===== config.mk =====
export PLATFORM = sky130hd
export DESIGN_NAME = multicycle_control_fsm_flat
export DESIGN_NICKNAME = d
export VERILOG_FILES = /design/src/rtl/multicycle_control_fsm_if.sv /design/src/rtl/multicycle_control_fsm.sv /design/src/flat_wrapper.sv
export SDC_FILE = /design/constraint.sdc
export NUM_CORES = 1
export LEC_CHECK = 0
export ABC_AREA = 1
export CELL_PAD_IN_SITES_DETAIL_PLACEMENT = 1
export CELL_PAD_IN_SITES_GLOBAL_PLACEMENT = 2
export CORE_MARGIN = 4
export CORE_UTILIZATION = 22
export CTS_CLUSTER_DIAMETER = 150
export DETAILED_ROUTE_END_ITERATION = 8
export HOLD_SLACK_MARGIN = 0.03
export PLACE_DENSITY = 0.79
export SKIP_LAST_GASP = 1
export SLEW_MARGIN = 5
export SYNTH_ARGS = -nofsm -noshare
export SYNTH_HDL_FRONTEND = slang
export SYNTH_SLANG_ARGS = --single-unit

===== constraint.sdc =====
create_clock -name clk -period 1.6 [get_ports clk]
set_input_delay 0.16 -clock clk [delete_from_list [all_inputs] [get_ports clk]]
set_output_delay 0.16 -clock clk [all_outputs]
set_load 0.01 [all_outputs]

===== src/rtl/multicycle_control_fsm_if.sv =====
// Control bundle between the multicycle sequencer (master) and the datapath/memory (slave).
interface multicycle_control_fsm_if #(
    parameter int unsigned K     = 3,
    parameter int unsigned CNT_W = 32
);
    logic [31:0]      instr;
    logic             mem_ready;
    logic             br_taken;
    logic [K-1:0]     imm_sel;
    logic             pc_write;
    logic             oldpc_write;
    logic             ir_write;
    logic             mem_req;
    logic             mem_we;
    logic             mem_src;
    logic             reg_write;
    logic [1:0]       alu_src_a;
    logic [1:0]       alu_src_b;
    logic [1:0]       alu_op;
    logic [1:0]       result_src;
    logic             illegal;
    logic [CNT_W-1:0] instret;

    modport master (
        input  instr, mem_ready, br_taken,
        output imm_sel, pc_write, oldpc_write, ir_write, mem_req, mem_we, mem_src,
               reg_write, alu_src_a, alu_src_b, alu_op, result_src, illegal, instret
    );

    modport slave (
        output instr, mem_ready, br_taken,
        input  imm_sel, pc_write, oldpc_write, ir_write, mem_req, mem_we, mem_src,
               reg_write, alu_src_a, alu_src_b, alu_op, result_src, illegal, instret
    );
endinterface


===== src/rtl/multicycle_control_fsm.sv =====
// RV32I multicycle sequencer: FETCH/DECODE/EXEC/MEM/WB with retire counter and sticky trap.
module multicycle_control_fsm #(
    parameter int unsigned K     = 3,
    parameter int unsigned CNT_W = 32
) (
    input logic                      clk,
    input logic                      rst_n,
    multicycle_control_fsm_if.master bus
);
    typedef enum logic [2:0] {
        StFetch, StDecode, StExec, StMem, StAluWb, StMemWb, StJwb, StTrap
    } state_e;

    localparam logic [6:0] OpLoad   = 7'b0000011;
    localparam logic [6:0] OpStore  = 7'b0100011;
    localparam logic [6:0] OpBranch = 7'b1100011;
    localparam logic [6:0] OpJal    = 7'b1101111;
    localparam logic [6:0] OpJalr   = 7'b1100111;
    localparam logic [6:0] OpOpImm  = 7'b0010011;
    localparam logic [6:0] OpOp     = 7'b0110011;
    localparam logic [6:0] OpLui    = 7'b0110111;
    localparam logic [6:0] OpAuipc  = 7'b0010111;

    localparam logic [K-1:0] ImmI = K'(0);
    localparam logic [K-1:0] ImmS = K'(1);
    localparam logic [K-1:0] ImmB = K'(2);
    localparam logic [K-1:0] ImmU = K'(3);
    localparam logic [K-1:0] ImmJ = K'(4);

    state_e           state_q, state_d;
    logic [CNT_W-1:0] instret_q;
    logic             illegal_q;
    logic             retire;

    logic [6:0]   opcode;
    logic [K-1:0] imm_fmt;
    logic         legal;
    logic         unused_instr;

    assign opcode       = bus.instr[6:0];
    assign unused_instr = ^bus.instr[31:7];

    always_comb begin
        legal   = 1'b1;
        imm_fmt = ImmI;
        case (opcode)
            OpLoad, OpOpImm, OpJalr, OpOp: imm_fmt = ImmI;
            OpStore:                       imm_fmt = ImmS;
            OpBranch:                      imm_fmt = ImmB;
            OpLui, OpAuipc:                imm_fmt = ImmU;
            OpJal:                         imm_fmt = ImmJ;
            default:                       legal   = 1'b0;
        endcase
    end

    logic [K-1:0] imm_sel;
    logic         pc_write, oldpc_write, ir_write, mem_req, mem_we, mem_src, reg_write;
    logic [1:0]   alu_src_a, alu_src_b, alu_op, result_src;

    always_comb begin
        state_d     = state_q;
        imm_sel     = '0;
        pc_write    = 1'b0;
        oldpc_write = 1'b0;
        ir_write    = 1'b0;
        mem_req     = 1'b0;
        mem_we      = 1'b0;
        mem_src     = 1'b0;
        reg_write   = 1'b0;
        alu_src_a   = 2'b00;
        alu_src_b   = 2'b00;
        alu_op      = 2'b00;
        result_src  = 2'b00;
        case (state_q)
            StFetch: begin
                mem_req    = 1'b1;
                alu_src_b  = 2'b10;
                result_src = 2'b10;
                if (bus.mem_ready) begin
                    ir_write    = 1'b1;
                    oldpc_write = 1'b1;
                    pc_write    = 1'b1;
                    state_d     = StDecode;
                end
            end
            StDecode: begin
                // Branch/jump target oldPC+imm parked in the ALU-out register.
                imm_sel   = imm_fmt;
                alu_src_a = 2'b01;
                alu_src_b = 2'b01;
                state_d   = legal ? StExec : StTrap;
            end
            StExec: begin
                imm_sel = imm_fmt;
                case (opcode)
                    OpOp: begin
                        alu_src_a = 2'b10;
                        alu_op    = 2'b10;
                        state_d   = StAluWb;
                    end
                    OpOpImm: begin
                        alu_src_a = 2'b10;
                        alu_src_b = 2'b01;
                        alu_op    = 2'b10;
                        state_d   = StAluWb;
                    end
                    OpLoad, OpStore: begin
                        alu_src_a = 2'b10;
                        alu_src_b = 2'b01;
                        state_d   = StMem;
                    end
                    OpBranch: begin
                        alu_src_a = 2'b10;
                        alu_op    = 2'b01;
                        pc_write  = bus.br_taken;
                        state_d   = StFetch;
                    end
                    OpJal, OpJalr: begin
                        alu_src_a  = (opcode == OpJal) ? 2'b01 : 2'b10;
                        alu_src_b  = 2'b01;
                        pc_write   = 1'b1;
                        result_src = 2'b10;
                        state_d    = StJwb;
                    end
                    OpLui, OpAuipc: begin
                        // LUI uses rs1, which the datapath forces to x0.
                        alu_src_a = (opcode == OpLui) ? 2'b10 : 2'b01;
                        alu_src_b = 2'b01;
                        state_d   = StAluWb;
                    end
                    default: state_d = StTrap;
                endcase
            end
            StMem: begin
                imm_sel = imm_fmt;
                mem_req = 1'b1;
                mem_src = 1'b1;
                mem_we  = (opcode == OpStore);
                if (bus.mem_ready) state_d = (opcode == OpStore) ? StFetch : StMemWb;
            end
            StAluWb: begin
                imm_sel   = imm_fmt;
                reg_write = 1'b1;
                state_d   = StFetch;
            end
            StMemWb: begin
                imm_sel    = imm_fmt;
                reg_write  = 1'b1;
                result_src = 2'b01;
                state_d    = StFetch;
            end
            StJwb: begin
                imm_sel    = imm_fmt;
                alu_src_a  = 2'b01;
                alu_src_b  = 2'b10;
                reg_write  = 1'b1;
                result_src = 2'b10;
                state_d    = StFetch;
            end
            StTrap:  state_d = StTrap;
            default: state_d = StFetch;
        endcase
        // Drop every strobe the moment reset asserts, even mid-access.
        if (!rst_n) begin
            imm_sel     = '0;
            pc_write    = 1'b0;
            oldpc_write = 1'b0;
            ir_write    = 1'b0;
            mem_req     = 1'b0;
            mem_we      = 1'b0;
            mem_src     = 1'b0;
            reg_write   = 1'b0;
            alu_src_a   = 2'b00;
            alu_src_b   = 2'b00;
            alu_op      = 2'b00;
            result_src  = 2'b00;
        end
    end

    assign retire = (state_d == StFetch) && (state_q != StFetch);

    always_ff @(posedge clk or negedge rst_n) begin
        if (!rst_n) begin
            state_q   <= StFetch;
            instret_q <= '0;
            illegal_q <= 1'b0;
        end else begin
            state_q   <= state_d;
            illegal_q <= illegal_q | (state_d == StTrap);
            if (retire) instret_q <= instret_q + CNT_W'(1);
        end
    end

    assign bus.imm_sel     = imm_sel;
    assign bus.pc_write    = pc_write;
    assign bus.oldpc_write = oldpc_write;
    assign bus.ir_write    = ir_write;
    assign bus.mem_req     = mem_req;
    assign bus.mem_we      = mem_we;
    assign bus.mem_src     = mem_src;
    assign bus.reg_write   = reg_write;
    assign bus.alu_src_a   = alu_src_a;
    assign bus.alu_src_b   = alu_src_b;
    assign bus.alu_op      = alu_op;
    assign bus.result_src  = result_src;
    assign bus.illegal     = illegal_q;
    assign bus.instret     = instret_q;
endmodule


===== src/flat_wrapper.sv =====
// flat-port wrapper written by rule: the top's interface ports become plain ports
module multicycle_control_fsm_flat 
#(
    parameter int unsigned K     = 3,
    parameter int unsigned CNT_W = 32
)
  (clk, rst_n, bus_instr, bus_mem_ready, bus_br_taken, bus_imm_sel, bus_pc_write, bus_oldpc_write, bus_ir_write, bus_mem_req, bus_mem_we, bus_mem_src, bus_reg_write, bus_alu_src_a, bus_alu_src_b, bus_alu_op, bus_result_src, bus_illegal, bus_instret);
  multicycle_control_fsm_if #(.K(K), .CNT_W(CNT_W)) bus_i ();
  input logic clk;
  input logic rst_n;
  input wire logic [$bits(bus_i.instr)-1:0] bus_instr;
  input wire logic [$bits(bus_i.mem_ready)-1:0] bus_mem_ready;
  input wire logic [$bits(bus_i.br_taken)-1:0] bus_br_taken;
  output wire logic [$bits(bus_i.imm_sel)-1:0] bus_imm_sel;
  output wire logic [$bits(bus_i.pc_write)-1:0] bus_pc_write;
  output wire logic [$bits(bus_i.oldpc_write)-1:0] bus_oldpc_write;
  output wire logic [$bits(bus_i.ir_write)-1:0] bus_ir_write;
  output wire logic [$bits(bus_i.mem_req)-1:0] bus_mem_req;
  output wire logic [$bits(bus_i.mem_we)-1:0] bus_mem_we;
  output wire logic [$bits(bus_i.mem_src)-1:0] bus_mem_src;
  output wire logic [$bits(bus_i.reg_write)-1:0] bus_reg_write;
  output wire logic [$bits(bus_i.alu_src_a)-1:0] bus_alu_src_a;
  output wire logic [$bits(bus_i.alu_src_b)-1:0] bus_alu_src_b;
  output wire logic [$bits(bus_i.alu_op)-1:0] bus_alu_op;
  output wire logic [$bits(bus_i.result_src)-1:0] bus_result_src;
  output wire logic [$bits(bus_i.illegal)-1:0] bus_illegal;
  output wire logic [$bits(bus_i.instret)-1:0] bus_instret;
  assign bus_i.instr = bus_instr;
  assign bus_i.mem_ready = bus_mem_ready;
  assign bus_i.br_taken = bus_br_taken;
  assign bus_imm_sel = bus_i.imm_sel;
  assign bus_pc_write = bus_i.pc_write;
  assign bus_oldpc_write = bus_i.oldpc_write;
  assign bus_ir_write = bus_i.ir_write;
  assign bus_mem_req = bus_i.mem_req;
  assign bus_mem_we = bus_i.mem_we;
  assign bus_mem_src = bus_i.mem_src;
  assign bus_reg_write = bus_i.reg_write;
  assign bus_alu_src_a = bus_i.alu_src_a;
  assign bus_alu_src_b = bus_i.alu_src_b;
  assign bus_alu_op = bus_i.alu_op;
  assign bus_result_src = bus_i.result_src;
  assign bus_illegal = bus_i.illegal;
  assign bus_instret = bus_i.instret;
  multicycle_control_fsm #(.K(K), .CNT_W(CNT_W)) u_core (.clk(clk), .rst_n(rst_n), .bus(bus_i));
endmodule

==> metrics.txt, run 1 <==
post-route cell area 5040 µm²; Initial Utilization 22.4%; CTS tree done; post-DR vias/cell 4.39; row count 41; worst hold path class in -> async; Power Density 1800 nW/µm²; first-pass GRT wire length 18.2 mm; FILL cells 1558; wire per inst 15.4 µm; power share of the combinational group 71.7%; initial antenna violation count 0; Worst Setup Path Type reg -> reg; Pint 5.13 mW; # IOs 87; flop-to-flop setup slack -0.13 ns; starting DRC count in detailed routing 97; clock network fraction of total power 10.9%; switch share 43.6%; Clock Latency Late Sink 0.28 ns; Setup Skew 0.00522 ns; Post-synth top cells nand2_1 (134), inv_1 (56), nor2_1 (47); largest net degree at the start of global routing 37; syn_nets 459; R2R Path Start u_core.bus.instret[10]$_DFFE_PN0P_; Slew Limit Fails 0; Critical Path RT 1.82 ns; Synth area leaders dfrtp_1 (32%), nand2_1 (18%), o21bai_1 (8.5%); CTS max path bufs 2; Clock Tree Root clkbuf_16; Seq pwr share 17.4%; status finished with violations; WHS 0.127 ns; Register Area 903 µm²; Die Wd 121 µm; Netlist Area Pre-Place 2820 µm²; TritonCTS buffer count 5; share of the synthesized area in the top cell type 31.9%; CP Cell Sequence nand2_1 -> buf_4 -> nor2_1 -> nand2_1 -> nor3_2 -> xor2_1 -> nand2_4 -> nand2_2; worst-case reg-to-reg path depth 8; HPWL after DPL 8.06 mm; RSZ-0062 raised after global routing true; area leader, netlist dfrtp_1; Worst Path Arrival 1.95 ns; post-route ant nets 0; vias post-DR 3399; CP max stage delay 0.42 ns; final hold violation count 0; most frequent CP cell nand2_1; worst r2r dst u_core.bus.instret[22]$_DFFE_PN0P_; Slew HR 66.3%; CTS H-tree depth 2; placed instance area 4260 µm²; Switch Pwr 3.96 mW; final wirelength 11.9 mm; clk sink count 36; drt drc 0; Avg Cell Area, Syn 6.69 µm²; GRT Total Usage 15.3%; post-synthesis sequential area ratio 31.9%; ys async rst share 100%; min Tclk post-route 1.73 ns; Total Power 9.09 mW; footprint of the multi-input gates 1940 µm²; violated checks setup timing; Max FO, Critical Path 4; crit path to u_core.bus.instret[22]$_DFFE_PN0P_; Setup WS post-layout -0.128 ns; Leak 2.50 nW; crit path from u_core.bus.instret[10]$_DFFE_PN0P_; area delta synth->final 78.7%; ant diodes 0; nets@finish 638; max-cap violation count 0; flops & latches, synth 36; setup TNS -2.72 ns; top_reg_cell synth dfrtp_1; die area 14700 µm²; DIE HEIGHT 121 µm; most frequent cell after synthesis nand2_1; Netlist cell types 27; core box area 12600 µm²; Slowest cell on crit path dfrtp_1; Slew @ Worst Pin 0.506 ns; GPL Wtd Cong 0.850; Clock transition at path regs 0.05 ns; critical path launch point type register; Port Buffers 61; Gate Count Post-Synth 422; Fmax 579 MHz; final setup fails 46; Worst Setup End Kind register; Pre-antenna DRT Iters 4; VDD IR max 0.000832 V; crit share post-route 108%; number of global-route vias before repair 3615; yosys synthesis warning count 0; grt ovf 0; number of synthesized flops with an enable pin 0; layout cell share with drive strength beyond 1 39.5%
-- registers in the layout, indices dropped and copies added (netlist names) --
register,cells
u_core.bus.instret,32
u_core.bus.illegal,1
u_core.state_q,3
-- repair_timing --
action / in CTS / in global routing
resized for setup: 93 / 91
gates cloned: 2 / 4
pin swaps: 18 / 68
hold buffers: 0 / 0
setup endpoints to repair: 51 / 53
setup buffers: 19 / 13
-- routing by layer --
layer | global-route usage (%) | routed length (µm) | up-vias
met5 | 0 | 0 | -
met1 | 19.5 | 5050 | 1643
met2 | 27.1 | 6160 | 59
li1 | - | - | 1677
met3 | 2.94 | 422 | 20
met4 | 2.94 | 260 | 0
-- worst max-delay path, delay by kind of cell, from the launching register on --
family                 cells  cell delay [ns]
flip-flops                 1             0.42
XOR/XNOR                   1             0.26
AND/OR/NAND/NOR            6             0.85
buffers and inverters      1             0.15
-- how the worst min path moves through the flow --
stage | startpoint | end | cells after the start
detailed placement | rst_n | u_core.state_q[0]$_DFF_PN0_ | 3
floorplan | rst_n | u_core.bus.illegal$_DFF_PN0_ | 0
CTS | rst_n | u_core.bus.instret[1]$_DFFE_PN0P_ | 3
global route | rst_n | u_core.bus.instret[1]$_DFFE_PN0P_ | 3
finish | rst_n | u_core.state_q[0]$_DFF_PN0_ | 3
global placement | rst_n | u_core.state_q[0]$_DFF_PN0_ | 3
-- cells in the final DEF (no fill, tap or decap), drive strengths merged --
cell           count
a22oi              1
clkdlybuf4s50     33
o21ai              4
inv               61
o211ai             1
o21bai            32
nor2              52
a21oi              7
clkbuf            16
a31oi              2
dfrtp             36
dlymetal6s2s       2
nor3b              2
nand4              7
xor2              26
ha                 1
buf              134
nand2            137
dlygate4sd2        4
nand3             19
clkdlybuf4s15      2
nor3              23
-- cell type report --
| cell class | instances | area share, % |
|---|---|---|
| multi-input combinational | 314 | 38.5 |
| timing repair buffer | 183 | 31.8 |
| sequential | 36 | 17.9 |
| inverter | 61 | 4.54 |
| tap | 172 | 4.27 |
| clock buffer | 8 | 2.90 |
-- per-stage QoR --
step,util [%],std cells,worst slack [ns]
3_3_place_gp,33.9,729,-0.515
5_1_grt,40.1,774,-0.239
3_5_place_dp,33.9,729,-0.633
6_report,40.1,774,-0.128
2_1_floorplan,-,422,0.0175
4_1_cts,37.0,758,-0.245
-- logic make-up (layout without fill, tap and decap cells) --
kind of cell | Yosys count | count (layout) | synth area share, %
and+or+nand+nor | 240 | 240 | 37.2
adders and majority gates | 1 | 1 | 0.443
DFF | 36 | 36 | 31.9
xor gates and xnor gates | 26 | 26 | 8.07
buffers and inverters | 72 | 252 | 10.8
AOI/OAI and AO/OA | 47 | 47 | 11.6
-- power by group through the flow --
stage	registers [mW]	clock network [mW]	logic (mW)
after floorplan	1.72	0	2.16
after global placement	1.57	0	4.63
after detailed placement	1.58	0	4.72
after CTS	1.56	1.02	5.63
after global routing	1.63	1.07	7.05
final	1.58	0.993	6.52
Power figures use the tool's default switching activity.
==> run 2, diff against run 1 <==
--- a/config.mk
+++ b/config.mk
@@ -8,6 +8,7 @@
 export ABC_AREA = 1
 export CELL_PAD_IN_SITES_DETAIL_PLACEMENT = 1
 export CELL_PAD_IN_SITES_GLOBAL_PLACEMENT = 2
+export CORE_ASPECT_RATIO = 0.75
 export CORE_MARGIN = 4
 export CORE_UTILIZATION = 22
 export CTS_CLUSTER_DIAMETER = 150
==> run 2 against run 1 <==
- the run still ends with setup timing left
- sequential power barely moved
- non-clock buffer count is 9 lower
- count of clock-buffer cells in the layout down 2
- routed wire length decreased by 0.56%
- hold slack gained 0.28 ns
- cell count fell by 1.9%
- die area increased by 0.13%
- largest cell class unchanged
- highest routed layer unchanged
==> metrics.txt, run 2 (synthesis results as in run 1) <==
status finished with violations; violated checks setup timing; VDD IR max 0.000995 V (+20%); Clock Latency Late Sink 0.29 ns (about the same); post-DR vias/cell 4.50 (+2.4%); number of global-route vias before repair 3601 (-0.39%); post-placement cell count 729 (unchanged); Clock Tree Root clkbuf_16; setup TNS -6.31 ns (-3.60 ns); Port Buffers 61 (unchanged); final wirelength 11.8 mm (-0.56%); Slew @ Worst Pin 0.313 ns (-0.193 ns); Fmax 562 MHz (-2.9%); die area 14700 µm² (+0.13%); Clock transition at path regs 0.05 ns (about the same); Setup Skew 0.00869 ns (+0.00347 ns); Slew HR 79.0% (+13 points); Post-Layout Cell Count 759 (-1.9%); CTS H-tree depth 2 (unchanged); cell family with most CP delay buffers and inverters; starting DRC count in detailed routing 137 (+41%); GPL Wtd Cong 0.836 (-1.6%); CTS tree done; nets@finish 629 (-1.4%); Worst Setup End Kind output port; Die Wd 139 µm (+14%); area delta synth->final 70.6%; Setup WS post-layout -0.180 ns (-0.0520 ns); crit share post-route 111% (+3.2 points); commonest non-fill, non-tap cells in the layout nand2_1 (123), buf_4 (102), inv_1 (49); Worst Path Arrival 1.62 ns (-0.33 ns); CP max stage delay 0.28 ns (-0.14 ns); TritonCTS buffer count 5 (unchanged); Slowest cell on crit path dlygate4sd2_1; post-route cell area 4810 µm² (-4.5%); DIE HEIGHT 106 µm (-13%); grt ovf 0 (unchanged); CTS max path bufs 2 (unchanged); commonest non-fill, non-tap cell in the layout nand2_1; max-cap violation count 0 (unchanged); CP Buf/Inv Count 5 (+4); Critical Path RT 1.44 ns (-0.38 ns); RSZ-0062 raised after global routing true; Worst Setup Path Type in -> out; row count 35 (-15%); placed instance area 4280 µm² (+0.59%); GRT Total Usage 15.8% (+0.50 points); final hold violation count 0 (unchanged); Initial Utilization 22.8% (+0.32 points); largest net degree at the start of global routing 33 (-11%); Largest register FFs 32 (unchanged); initial antenna violation count 0 (unchanged); ant diodes 0 (unchanged); clk sink count 36 (unchanged); post-route ant nets 0 (unchanged); Max FO, Critical Path 4 (unchanged); critical path launch point type input pin; core box area 12400 µm² (-1.4%); first-pass GRT wire length 18.8 mm (+3.5%); min Tclk post-route 1.78 ns (+0.0520 ns); drt drc 0 (unchanged); # IOs 87 (unchanged); vias post-DR 3412 (+0.38%); Pre-antenna DRT Iters 4 (unchanged); layout cell share with drive strength beyond 1 33.2% (-6.3 points); worst hold path class in -> async; Total Power 8.59 mW (-5.5%); most frequent CP cell buf_4; Slew Limit Fails 0 (unchanged); Power Density 1780 nW/µm² (-1.0%); HPWL after DPL 8.95 mm (+11%); Leak 2.37 nW (-5.1%); final setup fails 50 (+8.7%); CP Cell Sequence dlygate4sd2_1 -> inv_2 -> nand2_2 -> nor2_4 -> buf_4 -> buf_4 -> o211ai_1 -> nand2_1 -> o21ai_0 -> a21oi_1 -> buf_2; wire per inst 15.6 µm (+1.4%)
run 2: metal layers:
metal / share of wire, % / global-route usage, % / vias up / wire, µm
li1: - / - / 1663 / -
met3: 4.5 / 3.10 / 13 / 528
met1: 50 / 22.2 / 1667 / 5890
met5: 0 / 0 / - / 0
met4: 1.2 / 3.00 / 0 / 143
met2: 45 / 25.4 / 69 / 5270
run 2: worst reg2reg max path, delay by kind of cell (launching register included):
family | cells | cell delay, ns
buffers and inverters | 4 | 0.55
flip-flops | 1 | 0.44
AND/OR/NAND/NOR | 6 | 0.68
run 2: repair_timing:
action	4_1_cts	5_1_grt
hold buffers	1	0
endpoints found under the hold margin	20	0
pin swaps	15	16
gates cloned	1	2
setup endpoints to repair	52	55
resized for setup	104	27
setup buffers	9	10
run 2: worst paths after layout:
path,from,end,slack (ns),cells past startpoint
max,bus_instr[4],bus_alu_src_b[0],-0.18,11
min,rst_n,u_core.bus.instret[23]$_DFFE_PN0P_,0.40,3
max reg2reg,u_core.state_q[2]$_DFF_PN0_,u_core.bus.instret[12]$_DFFE_PN0P_,-0.18,10
min reg2reg,u_core.bus.illegal$_DFF_PN0_,u_core.bus.illegal$_DFF_PN0_,0.49,2
max in group asynchronous,rst_n,u_core.state_q[0]$_DFF_PN0_,0.75,4
min in group clk,u_core.bus.illegal$_DFF_PN0_,u_core.bus.illegal$_DFF_PN0_,0.49,2
run 2: final cells by class:
class	instances	area, µm²
fillers	1562	7580
multi-input cells	314	1780
repair buffers	174	1530
flip-flops and latches	36	903
inverters	61	229
well taps	166	208
clock buffers	6	129
clock inverters	2	35.0
run 2: power by group:
part	total, mW	internal, mW	switching [mW]
sequential	1.60	1.26	0.343
clock	1.14	0.734	0.408
combinational	5.85	2.89	2.95
total	8.59	4.89	3.71
run 2: per-stage QoR:
step	utilization, %	setup slack (ns)	hold WS, ns
2_1_floorplan	-	0.0175	-0.136
3_3_place_gp	34.5	-0.512	0.135
3_5_place_dp	34.5	-0.618	0.123
4_1_cts	37.3	-0.153	0.420
5_1_grt	38.8	-0.252	0.434
6_report	38.8	-0.180	0.405
==> run 3, diff against run 2 <==
--- a/config.mk
+++ b/config.mk
@@ -10,12 +10,11 @@
 export CELL_PAD_IN_SITES_GLOBAL_PLACEMENT = 2
 export CORE_ASPECT_RATIO = 0.75
 export CORE_MARGIN = 4
-export CORE_UTILIZATION = 22
+export CORE_UTILIZATION = 25
 export CTS_CLUSTER_DIAMETER = 150
 export DETAILED_ROUTE_END_ITERATION = 8
 export HOLD_SLACK_MARGIN = 0.03
-export PLACE_DENSITY = 0.79
-export SKIP_LAST_GASP = 1
+export PLACE_DENSITY = 0.84
 export SLEW_MARGIN = 5
 export SYNTH_ARGS = -nofsm -noshare
 export SYNTH_HDL_FRONTEND = slang
==> constraint.sdc (replaced) <==
create_clock -name clk -period 1.7 [get_ports clk]
set_input_delay 0.17 -clock clk [delete_from_list [all_inputs] [get_ports clk]]
set_output_delay 0.17 -clock clk [all_outputs]
set_load 0.01 [all_outputs]
==> run 3 against run 2 <==
- the run still ends with setup timing left
- routed wire length is 13% higher
- sequential power is 3% lower
- via count up 1.8%
- critical path type is now reg -> reg
- largest power group unchanged
- highest routed layer unchanged
==> metrics.txt, run 3 (synthesis results as in run 1) <==
status finished with violations; violated checks setup timing; R2R Path Start u_core.state_q[1]$_DFF_PN0_; Largest register FFs 32 (unchanged); Worst Path Arrival 2.04 ns (+0.42 ns); hold depth 2; Die Wd 131 µm (-5.8%); Fmax 533 MHz; Seq pwr share 15.8% (-2.8 points); WHS 0.484 ns (+0.0788 ns); worst hold path class reg -> reg; worst hold path endpoint u_core.bus.illegal$_DFF_PN0_; Switch Pwr 4.48 mW (+21%); Worst Setup Path Type reg -> reg; post-DR vias/cell 4.78 (+6.4%); core box area 11000 µm² (-11%); power share of the combinational group 74.4% (+6.3 points); worst r2r dst u_core.bus.instret[24]$_DFFE_PN0P_; Clock transition at path regs 0.06 ns (about the same); Initial Utilization 25.7% (+2.9 points); largest net degree at the start of global routing 22 (-33%); final hold violation count 0 (unchanged); placed instance area 4040 µm² (-5.6%); clock network fraction of total power 9.8% (-3.5 points); final setup fails 41 (-18%); nets@finish 622 (-1.1%); HP Start u_core.bus.illegal$_DFF_PN0_; drt drc 0 (unchanged); wire per inst 18.5 µm (+18%); CTS max path bufs 2 (unchanged); clk sink count 36 (unchanged); TritonCTS buffer count 5 (unchanged); first-pass GRT wire length 20.5 mm (+9.1%); GPL Wtd Cong 0.874 (+4.6%); number of global-route vias before repair 3722 (+3.4%); Slew @ Worst Pin 0.333 ns (+0.0205 ns); die area 13100 µm² (-11%); Total Power 9.84 mW (+15%); footprint of the multi-input gates 2140 µm² (+20%); Slew Limit Fails 0 (unchanged); Pre-antenna DRT Iters 4 (unchanged); post-route cell area 5140 µm² (+6.8%); VDD IR max 0.000824 V (-17%); GRT Total Usage 20.2% (+4.4 points); flop-to-flop setup slack -0.17 ns (about the same); grt ovf 0 (unchanged); critical path launch point type register; Core Util, Final 46.8% (+8.0 points); final wirelength 13.4 mm (+13%); FILL cells 1321 (-15%); max-cap violation count 0 (unchanged); Clock Tree Root clkbuf_16; starting DRC count in detailed routing 189 (+38%); setup TNS -4.93 ns (+1.39 ns); Clock Latency Late Sink 0.29 ns (about the same); commonest non-fill, non-tap cell in the layout buf_4; Register Area 905 µm² (+0.14%); DIE HEIGHT 100 µm (-5.7%); Max FO, Critical Path 15 (+11); ant diodes 0 (unchanged); Pint 5.36 mW (+9.8%); Power Density 1910 nW/µm² (+7.2%); CTS H-tree depth 2 (unchanged); HPWL after DPL 8.53 mm (-4.7%); area delta synth->final 82.3%; vias post-DR 3473 (+1.8%); switch share 45.5% (+2.4 points); Slew HR 77.6% (-1.4 points); post-route ant nets 0 (unchanged); Post-Layout Cell Count 726 (-4.3%); commonest non-fill, non-tap cells in the layout buf_4 (80), nand2_1 (74), inv_1 (47); Leak 2.56 nW (+7.9%); min Tclk post-route 1.87 ns; initial antenna violation count 0 (unchanged); post-placement cell count 677 (-7.1%); Setup Skew 0.00681 ns (-0.00189 ns); pre-CTS setup slack -0.543 ns (+0.0742 ns); Worst Setup End Kind register; crit share post-route 110%; CTS tree done; Critical Path RT 1.87 ns (+0.43 ns); # IOs 87 (unchanged); worst-case reg-to-reg path depth 9 (-1); RSZ-0062 raised after global routing true; row count 33 (-5.7%); Port Buffers 61 (unchanged); layout cell share with drive strength beyond 1 45.7% (+13 points); Setup WS post-layout -0.175 ns (+0.00551 ns)
[run 3: metal layers]
layer / vias to the layer above / routed length (µm) / GRT usage (%) / share of wire [%]
met3: 19 / 503 / 4.10 / 3.8
li1: 1653 / - / - / -
met1: 1731 / 6310 / 28.5 / 47
met2: 70 / 6380 / 31.9 / 48
met4: 0 / 211 / 4.66 / 1.6
met5: - / 0 / 0 / 0
[run 3: worst max-delay path: stages, from the launching register on]
cell,delay (ns)
dfrtp_2,0.46
nand2_2,0.12
inv_2,0.07
buf_4,0.16
a22oi_2,0.23
nand3_4,0.14
buf_6,0.15
buf_12,0.14
o21bai_1,0.20
nand2_2,0.09
[run 3: worst max path at each step]
| stage | slack (ns) | end | from |
|---|---|---|---|
| 2_1_floorplan | 0.12 | u_core.bus.instret[30]$_DFFE_PN0P_ | u_core.bus.instret[0]$_DFFE_PN0P_ |
| 3_3_place_gp | -0.44 | bus_alu_src_b[0] | bus_instr[5] |
| 3_5_place_dp | -0.54 | bus_alu_src_b[0] | bus_instr[5] |
| 4_1_cts | -0.05 | bus_pc_write | u_core.state_q[0]$_DFF_PN0_ |
| 5_1_grt | -0.24 | u_core.bus.instret[24]$_DFFE_PN0P_ | u_core.state_q[1]$_DFF_PN0_ |
| 6_report | -0.17 | u_core.bus.instret[24]$_DFFE_PN0P_ | u_core.state_q[1]$_DFF_PN0_ |
[run 3: final cells by class]
type                    count  share of cell area [%]
multi-input cells         314                    41.6
well taps                 140                    3.41
clock buffers               8                    2.85
flip-flops and latches     36                    17.6
inverters                  61                    4.50
repair buffers            167                    30.1
[run 3: power groups by stage]
stage                     registers [mW]  logic [mW]  clock network, mW
after floorplan                     1.62        2.04                  0
after global routing                1.61        7.77               1.01
after CTS                           1.51        6.48              0.973
after global placement              1.51        4.12                  0
final                               1.56        7.32              0.964
after detailed placement            1.52        4.23                  0
[run 3: repair_timing]
item / CTS / global route
setup buffers: 32 / 3
setup endpoints to repair: 50 / 52
pin swaps: 16 / 26
resized for setup: 169 / 92
gates cloned: 5 / 0
hold endpoints to repair: 36 / 0
hold buffers: 1 / 0
